`config.mk`:
```
export PLATFORM = sky130hd
export DESIGN_NAME = ldm_sequencer
export DESIGN_NICKNAME = d
export VERILOG_FILES = /design/src/rtl/ldm_sequencer.sv
export SDC_FILE = /design/constraint.sdc
export NUM_CORES = 1
export LEC_CHECK = 0
export CAP_MARGIN = 0
export CORE_UTILIZATION = 47
export DETAILED_ROUTE_END_ITERATION = 16
export PLACE_DENSITY = 0.75
export REMOVE_ABC_BUFFERS = 1
export SLEW_MARGIN = 20
export SYNTH_ARGS = -nofsm -noshare
export SYNTH_HDL_FRONTEND = slang
export SYNTH_SLANG_ARGS = --single-unit
```
`constraint.sdc`:
```
create_clock -name clk -period 6.61 [get_ports clk]
set_clock_uncertainty 0.15 [all_clocks]
set_input_delay 1.322 -clock clk [delete_from_list [all_inputs] [get_ports clk]]
set_output_delay 1.322 -clock clk [all_outputs]
set_load 0.02 [all_outputs]
```
`src/rtl/ldm_sequencer.sv`:
```
// Load-multiple sequencer: one word load per mask bit in ascending register order,
// then an optional base-register writeback. One memory request outstanding at a time.
module ldm_sequencer #(
    parameter int AW = 32,
    parameter int DW = 32
) (
    input  logic          clk,
    input  logic          rst,
    input  logic          start,
    input  logic [DW-1:0] base,
    input  logic [3:0]    ra,
    input  logic [15:0]   reg_mask,
    input  logic          wback,
    input  logic          dec,
    output logic          busy,
    output logic          done,
    output logic          err,
    output logic          mem_req,
    output logic [AW-1:0] mem_addr,
    input  logic          mem_gnt,
    input  logic          mem_rvalid,
    input  logic [DW-1:0] mem_rdata,
    output logic          rf_we,
    output logic [3:0]    rf_waddr,
    output logic [DW-1:0] rf_wdata,
    output logic          pc_load
);
    typedef enum logic [2:0] {S_IDLE, S_ISSUE, S_WAIT, S_WB, S_DONE} state_t;

    state_t        state_q, state_d;
    logic [15:0]   mask_q, mask_d;
    logic [3:0]    ra_q, ra_d;
    logic          wb_q, wb_d;
    logic          zero_q, zero_d;
    logic [AW-1:0] addr_q, addr_d;
    logic [DW-1:0] final_q, final_d;

    logic [4:0]    cnt;
    logic [DW-1:0] span;
    logic [3:0]    tgt;

    always_comb begin
        cnt = '0;
        for (int i = 0; i < 16; i++) cnt = cnt + 5'(reg_mask[i]);
        span = DW'({cnt, 2'b00});
    end

    // Lowest remaining set bit is the next load target.
    always_comb begin
        tgt = '0;
        for (int i = 15; i >= 0; i--) if (mask_q[i]) tgt = 4'(i);
    end

    always_ff @(posedge clk) begin
        if (rst) begin
            state_q <= S_IDLE;
            mask_q  <= '0;
            ra_q    <= '0;
            wb_q    <= 1'b0;
            zero_q  <= 1'b0;
            addr_q  <= '0;
            final_q <= '0;
        end else begin
            state_q <= state_d;
            mask_q  <= mask_d;
            ra_q    <= ra_d;
            wb_q    <= wb_d;
            zero_q  <= zero_d;
            addr_q  <= addr_d;
            final_q <= final_d;
        end
    end

    always_comb begin
        state_d  = state_q;
        mask_d   = mask_q;
        ra_d     = ra_q;
        wb_d     = wb_q;
        zero_d   = zero_q;
        addr_d   = addr_q;
        final_d  = final_q;
        done     = 1'b0;
        err      = 1'b0;
        mem_req  = 1'b0;
        mem_addr = '0;
        rf_we    = 1'b0;
        rf_waddr = '0;
        rf_wdata = '0;
        pc_load  = 1'b0;
        case (state_q)
            S_IDLE: begin
                if (start) begin
                    if (reg_mask != 16'h0) begin
                        mask_d  = reg_mask;
                        ra_d    = ra;
                        // A base register that is also loaded keeps the loaded value.
                        wb_d    = wback & ~reg_mask[ra];
                        zero_d  = 1'b0;
                        addr_d  = dec ? AW'(base) - AW'(span) : AW'(base);
                        final_d = dec ? base - span : base + span;
                        state_d = S_ISSUE;
                    end else begin
                        zero_d  = 1'b1;
                        state_d = S_DONE;
                    end
                end
            end
            S_ISSUE: begin
                mem_req  = 1'b1;
                mem_addr = {addr_q[AW-1:2], 2'b00};
                if (mem_gnt) state_d = S_WAIT;
            end
            S_WAIT: begin
                if (mem_rvalid) begin
                    rf_we    = 1'b1;
                    rf_waddr = tgt;
                    rf_wdata = mem_rdata;
                    pc_load  = (tgt == 4'd15);
                    mask_d   = mask_q & (mask_q - 16'd1);
                    addr_d   = addr_q + AW'(4);
                    if (mask_d != 16'h0) state_d = S_ISSUE;
                    else if (wb_q)       state_d = S_WB;
                    else                 state_d = S_DONE;
                end
            end
            S_WB: begin
                rf_we    = 1'b1;
                rf_waddr = ra_q;
                rf_wdata = final_q;
                state_d  = S_DONE;
            end
            S_DONE: begin
                done    = 1'b1;
                err     = zero_q;
                state_d = S_IDLE;
            end
            default: state_d = S_IDLE;
        endcase
    end

    assign busy = (state_q != S_IDLE);
endmodule

```
==> reports/qor.yml, run 1 <==
routing:
  vias: 8338
  wl_per_cell_um: 18.7
  ant_nets: 0
  first_pass_iters: 7
  drtIter0Drc: 930
  via_per_inst: 6.26
  finalWirelength_mm: 24.9
  drc: 0
sta:
  fin_crit_ns: 6.26
  final.setup.tns_ns: 0
  timing.fmax_mhz: 160
  hold_viol_final: 0
  hold_ws_ns: 0.306
  slew_headroom_pct: 19.8
  rsz0062_at_grt: "no"
  tightest_slew_ns: 1.20
  post-route-period-util_pct: 94.7
  setup_violations: 0
  slew_viol_final: 0
cells_and_area:
  area_growth_pct: 35.0
  layout_commonest_cell: "clkdlybuf4s50_1"
  seqCellArea_sq_um: 1740
  multi_input_area_sq_um: 5170
  stdcell_count: 1332
  utilization_pct: 64.8
  fill_cells: 1311
  final_nets: 1260
  n_antenna_cell: 0
  layout_common_cells: "clkdlybuf4s50_1, nand2_1, dfxtp_1"
  drive_gt1_share_pct: 12.1
clock_tree:
  cts_post_setup_buffers_inserted: 0
  cts.path.max_buffers: 2
  clk_pin_slew_worst_paths_ns: 0.06
  cts_num_sinks: 87
  cts.root.buffer_cell: "clkbuf_16"
  tritoncts: "done"
  cts_max_level: 3
  clock_latency_ns: 0.36
  ctsHoldBuffers: 0
  cts_buffers: 9
grt:
  grt_use_total_pct: 30.8
  grt_max_degree: 52
  antenna_found_initial: 0
  grt_pass1_vias: 7780
  grt_overflow: 0
  grt_pass1_wl_mm: 39.6
setup_path:
  cp_max_fo: 3
  worstPathArrival_ns: 6.36
  crit_top_cell: "fa_1"
  r2r_slack_ns: 3.28
  critical-path-max-stage-delay_ns: 0.56
  startpoint_type: "input port"
  path_cells: "dlymetal6s2s_1 -> inv_1 -> fa_1 -> fa_1 -> fa_1 -> fa_1 -> inv_2 -> ha_4 -> fa_2 -> buf_4 -> xor2_2 -> ha_1 -> nand2b_4 -> a221oi_2 -> buf_4 -> or3_4 -> or3_1 -> xor2_1 -> a2111oi_2"
  r2r_end: "addr_q[25]$_SDFFE_PP0P_"
  crit_slowest_cell: "fa_1"
  critical_path_class: "in -> reg"
  r2r_start: "state_q[1]$_SDFFE_PP0P_"
  cp-end-kind: "register"
  reg2regPathDepth: 7
  required_ns: 6.71
yosys:
  synthDistinctLibCells: 85
  async_reset_ff_share_pct: 0
  synth-edff-count: 0
  yosysWarnings: 0
  yosysSeqAreaShare_pct: 24.0
  ys_seq_elements: 87
  syn_inst: 979
  synth_flop_cell: "dfxtp_1"
  syn_area_sq_um: 7270
  synth_area_per_cell_sq_um: 7.42
floorplan:
  io_pins: 165
  die_w_um: 126
  die-area_sq_um: 16000
  coreArea_sq_um: 15100
  rows: 45
  start_util_pct: 48.0
  die_y_um: 126
placed_design:
  hpwl_mm: 17.4
  portBuffers: 162
  place_congestion: 0.922
  numPlacedInstances: 1316
worst_hold_path:
  hold_path_depth: 2
  hold_path_end: "final_q[24]$_SDFFE_PP0P_"
  hold_path_class: "reg -> reg"
  worstHoldStart: "final_q[24]$_SDFFE_PP0P_"
power_and_ir_drop:
  power.leakage_nw: 3.69
  vdd_ir_drop_max_mv: 0.218
  power_density_nw_per_um2: 259
job:
  maxCapViolCount: 0
status:
  status: "finished clean"
==> how the worst max path moves through the flow <==
stage	to	slack, ns	from	cells past startpoint
final	addr_q[14]$_SDFFE_PP0P_	0.35	reg_mask[9]	19
after global routing	addr_q[14]$_SDFFE_PP0P_	0.21	reg_mask[9]	19
after CTS	addr_q[14]$_SDFFE_PP0P_	-0.02	reg_mask[0]	19
after detailed placement	addr_q[14]$_SDFFE_PP0P_	-0.39	reg_mask[0]	19
after global placement	addr_q[14]$_SDFFE_PP0P_	-0.31	reg_mask[0]	19
after floorplan	addr_q[31]$_SDFFE_PP0P_	-0.07	reg_mask[0]	17
==> area by class of cell <==
type	count	area share, %
Inverter	51	1.95
Sequential cell	87	17.8
Multi-Input combinational cell	761	52.7
Clock buffer	11	2.37
Tap cell	188	2.40
Clock inverter	5	0.842
Timing Repair Buffer	229	22.0
==> registers in the layout (all words and copies together) (netlist names) <==
name     cells
final_q     32
addr_q      30
mask_q      16
ra_q         4
state_q      3
wb_q         1
zero_q       1
==> per-stage QoR <==
stage | power (mW) | area, sq um | setup slack (ns)
2_1_floorplan | 1.36 | 6940 | -0.0662
3_3_place_gp | 1.87 | 9340 | -0.314
3_5_place_dp | 1.88 | 9340 | -0.390
4_1_cts | 2.47 | 9670 | -0.0182
5_1_grt | 2.68 | 9810 | 0.210
6_report | 2.54 | 9810 | 0.351
==> metal layers <==
metal	routed length [um]	vias up	track usage [%]
li1	-	3941	-
met4	617	0	10.8
met1	11000	3888	42.5
met3	1930	57	4.18
met2	11300	452	49.3
met5	0	-	0
==> cells in the mapped netlist, types with 6 or more instances <==
cell type	number	area (sq um)
nand2_1	91	342
dfxtp_1	87	1740
a21oi_1	75	375
nor2_1	72	270
clkbuf_1	68	255
o21ai_0	61	305
inv_1	49	184
nand3_1	47	235
and2_1	35	219
nor3_1	35	175
a22o_1	33	289
nand4_1	25	156
nor4_1	22	138
ha_1	18	225
xor2_1	17	149
xnor2_1	16	140
and3_1	15	93.8
a22oi_1	13	97.6
fa_1	12	240
a2111oi_0	8	70.1
a21o_1	8	60.1
a211oi_1	7	52.6
a31oi_1	7	43.8
o311ai_0	7	61.3
buf_1	6	22.5
nor4b_1	6	52.6
o211ai_1	6	45.0
==> critical path, delay by kind of cell <==
kind | cells | cell delay [ns]
xor gates and xnor gates | 2 | 0.33
buffers and inverters | 5 | 0.55
and+or+nand+nor | 3 | 0.87
adders and majority gates | 7 | 2.90
AOI/OAI and AO/OA | 2 | 0.40
==> cells by family after synthesis <==
family	count (synthesis)	synth area share (%)
buffers and inverters	132	7.18
adders and majority gates	31	6.54
other	1	0.0516
AOI/OAI and AO/OA	286	26.8
DFF	87	24.0
xor gates and xnor gates	33	3.98
and+or+nand+nor	399	29.2
muxes	10	2.26
==> repair_timing <==
action                     4_1_cts  5_1_grt
resized for setup                5       33
pin swaps                        3       12
setup endpoints to repair        2       48
==> power breakdown <==
group | leakage (nW) | total (mW) | switching [mW] | internal, mW
logic | 2.82 | 1.33 | 0.705 | 0.626
clock network | 0.154 | 0.566 | 0.234 | 0.333
registers | 0.716 | 0.645 | 0.0620 | 0.583
total | 3.69 | 2.54 | 1.00 | 1.54
(Power assumes the default switching activity.)
==> run 2, diff against run 1 <==
GPL_ROUTABILITY_DRIVEN = 0   (was not set)
MAX_ROUTING_LAYER = met4   (was not set)
==> run 2 against run 1 <==
Against the previous run:
- sequential power hardly changed
- die area stayed put
- power is 2.8% higher
- via count is 0.14% higher
- worst setup slack worse by 0.18 ns
- worst hold slack worse by 0.00082 ns
- highest routed layer unchanged
==> reports/qor.yml, run 2 (synthesis gave the netlist of run 1 again) <==
placed_design:
  hpwl_mm: 17.4  # about the same
  dpl_cell_area_sq_um: 9350  # was 9340 sq um
  portBuffers: 162  # unchanged
power_and_ir_drop:
  pwr-share-seq_pct: 24.7  # was 25.4%
  total_power_mw: 2.61  # was 2.54 mW
  switching_share_pct: 38.9  # was 39.4%
  vdd_ir_drop_max_mv: 0.213  # was 0.218 mV
  power_density_nw_per_um2: 264  # was 259 nW/um^2
  power.leakage_nw: 3.65  # was 3.69 nW
  combPwrFrac_pct: 53.2  # was 52.3%
  switchingPower_mw: 1.02  # was 1.00 mW
  intPower_mw: 1.60  # was 1.54 mW
  power_frac_clock_pct: 22.1  # was 22.3%
cells_and_area:
  area_growth_pct: 36.4  # was 35.0%
  max_flop_register: "final_q"  # unchanged
  drive_gt1_share_pct: 13.0  # was 12.1%
  n_antenna_cell: 0  # unchanged
  layout_commonest_cell: "clkdlybuf4s50_1"  # unchanged
  top_regs: "final_q x32, addr_q x30, mask_q x16"  # unchanged
  layout_common_cells: "clkdlybuf4s50_1, nand2_1, dfxtp_1"  # unchanged
  fin_area_sq_um: 9910  # was 9810 sq um
  largest_reg_flops: 32  # unchanged
  utilization_pct: 65.4  # was 64.8%
  final_nets: 1266  # was 1260
sta:
  setup_violations: 0  # unchanged
  hold_viol_final: 0  # unchanged
  hold_ws_ns: 0.305  # was 0.306 ns
  slew_headroom_pct: 20.5  # was 19.8%
  tightest_slew_ns: 1.19  # was 1.20 ns
  slew_viol_final: 0  # unchanged
  post-route-period-util_pct: 97.4  # was 94.7%
  fin_crit_ns: 6.44  # was 6.26 ns
  timing.fmax_mhz: 155  # was 160 MHz
  final.setup.tns_ns: 0  # unchanged
setup_path:
  path_cells: "clkdlybuf4s50_1 -> inv_1 -> fa_1 -> fa_1 -> fa_2 -> fa_1 -> inv_1 -> ha_2 -> fa_2 -> a21o_1 -> and2_2 -> ha_4 -> inv_1 -> a221oi_2 -> buf_4 -> buf_4 -> nand2_1 -> buf_4 -> nor4_4 -> nor3_4 -> o21ai_0"  # was dlymetal6s2s_1 -> inv_1 -> fa_1 -> fa_1 -> fa_1 -> fa_1 -> inv_2 -> ha_4 -> fa_2 -> buf_4 -> xor2_2 -> ha_1 -> nand2b_4 -> a221oi_2 -> buf_4 -> or3_4 -> or3_1 -> xor2_1 -> a2111oi_2
  cp-end-kind: "register"  # unchanged
  worstPathArrival_ns: 6.56  # was 6.36 ns
  critical_path_class: "in -> reg"  # unchanged
  startpoint_type: "input port"  # unchanged
  r2r_slack_ns: 3.11  # was 3.28 ns
  critical-path-max-stage-delay_ns: 0.56  # about the same
  critical-path-top-delay-family: "adder cells"  # unchanged
  required_ns: 6.73  # was 6.71 ns
  r2r_end: "addr_q[18]$_SDFFE_PP0P_"  # was addr_q[25]$_SDFFE_PP0P_
  r2r_start: "state_q[1]$_SDFFE_PP0P_"  # unchanged
  reg2regPathDepth: 6  # was 7
  critical_path_buf_inv_count: 7  # was 5
  crit_slowest_cell: "fa_1"  # unchanged
  cp_max_fo: 7  # was 3
floorplan:
  die_w_um: 126  # unchanged
  coreArea_sq_um: 15100  # unchanged
  start_util_pct: 48.0  # unchanged
  rows: 45  # unchanged
  io_pins: 165  # unchanged
  die-area_sq_um: 16000  # unchanged
  die_y_um: 126  # unchanged
routing:
  wl_per_cell_um: 18.5  # was 18.7 um
  vias: 8350  # was 8338
  ant_nets: 0  # unchanged
  drtIter0Drc: 1107  # was 930
  via_per_inst: 6.24  # was 6.26
  finalWirelength_mm: 24.7  # was 24.9 mm
  drc: 0  # unchanged
  first_pass_iters: 6  # was 7
clock_tree:
  cts_num_sinks: 87  # unchanged
  clk_pin_slew_worst_paths_ns: 0.07  # was 0.06 ns
  cts_buffers: 9  # unchanged
  cts.path.max_buffers: 2  # unchanged
  tritoncts: "done"  # unchanged
  cts.root.buffer_cell: "clkbuf_16"  # unchanged
  cts_max_level: 3  # unchanged
  clock_latency_ns: 0.36  # about the same
  ctsHoldBuffers: 0  # unchanged
grt:
  grt_max_degree: 44  # was 52
  grt_pass1_vias: 7580  # was 7780
  grt_use_total_pct: 31.6  # was 30.8%
  grt_pass1_wl_mm: 39.5  # was 39.6 mm
  antenna_found_initial: 0  # unchanged
  grt_overflow: 0  # unchanged
worst_hold_path:
  hold_path_class: "reg -> reg"  # unchanged
  hold_path_depth: 2  # unchanged
  worstHoldStart: "ra_q[0]$_SDFFE_PP0P_"  # was final_q[24]$_SDFFE_PP0P_
  hold_path_end: "ra_q[0]$_SDFFE_PP0P_"  # was final_q[24]$_SDFFE_PP0P_
job:
  maxCapViolCount: 0  # unchanged
status:
  status: "finished clean"  # unchanged
run 2: how the worst max path moves through the flow:
stage / startpoint / to / slack (ns) / cells after the start
6_report: reg_mask[1] / final_q[29]$_SDFFE_PP0P_ / 0.17 / 21
5_1_grt: reg_mask[1] / final_q[13]$_SDFFE_PP0P_ / -0.03 / 20
4_1_cts: reg_mask[3] / addr_q[14]$_SDFFE_PP0P_ / 0.03 / 19
3_5_place_dp: reg_mask[0] / final_q[29]$_SDFFE_PP0P_ / -0.36 / 20
3_3_place_gp: reg_mask[0] / final_q[29]$_SDFFE_PP0P_ / -0.32 / 20
2_1_floorplan: reg_mask[0] / addr_q[31]$_SDFFE_PP0P_ / -0.07 / 17
run 2: layer usage:
layer  share of wire [%]  vias up  wire, um  global-route usage, %
li1                    -     3955         -                      -
met1                  45     3901     11000                   43.6
met4                 2.7        0       664                   11.7
met3                 7.7       54      1900                   3.42
met5                   0        -         0                      -
met2                  45      440     11100                   47.8
run 2: cell type report:
cell class	count	area [sq um]
inverters	51	191
fillers	1310	5240
well taps	188	235
clock inverters	5	81.3
multi-input cells	761	5250
clock buffers	11	243
flip-flops and latches	87	1740
repair buffers	235	2170
run 2: per-stage QoR:
step / std cells / worst slack [ns]
after floorplan: 899 / -0.0662
after global placement: 1318 / -0.322
after detailed placement: 1318 / -0.365
after CTS: 1334 / 0.0315
after global routing: 1338 / -0.0325
final: 1338 / 0.174
run 2: repair_timing:
| action | in CTS | in global routing |
|---|---|---|
| setup buffers | 0 | 4 |
| gates resized for setup | 7 | 35 |
| pin swaps | 4 | 11 |
| endpoints found under the setup margin | 8 | 44 |
run 2: worst min-delay path: stages (launching register included):
cell and delay (ns):
dfxtp_1 0.31, nand2_1 0.05, a21oi_1 0.05
run 2: power groups by stage:
stage,sequential (mW),combinational (mW),clock (mW)
5_1_grt,0.654,1.52,0.598
2_1_floorplan,0.636,0.721,0
6_report,0.645,1.39,0.579
3_5_place_dp,0.655,1.24,0
3_3_place_gp,0.654,1.23,0
4_1_cts,0.643,1.29,0.581
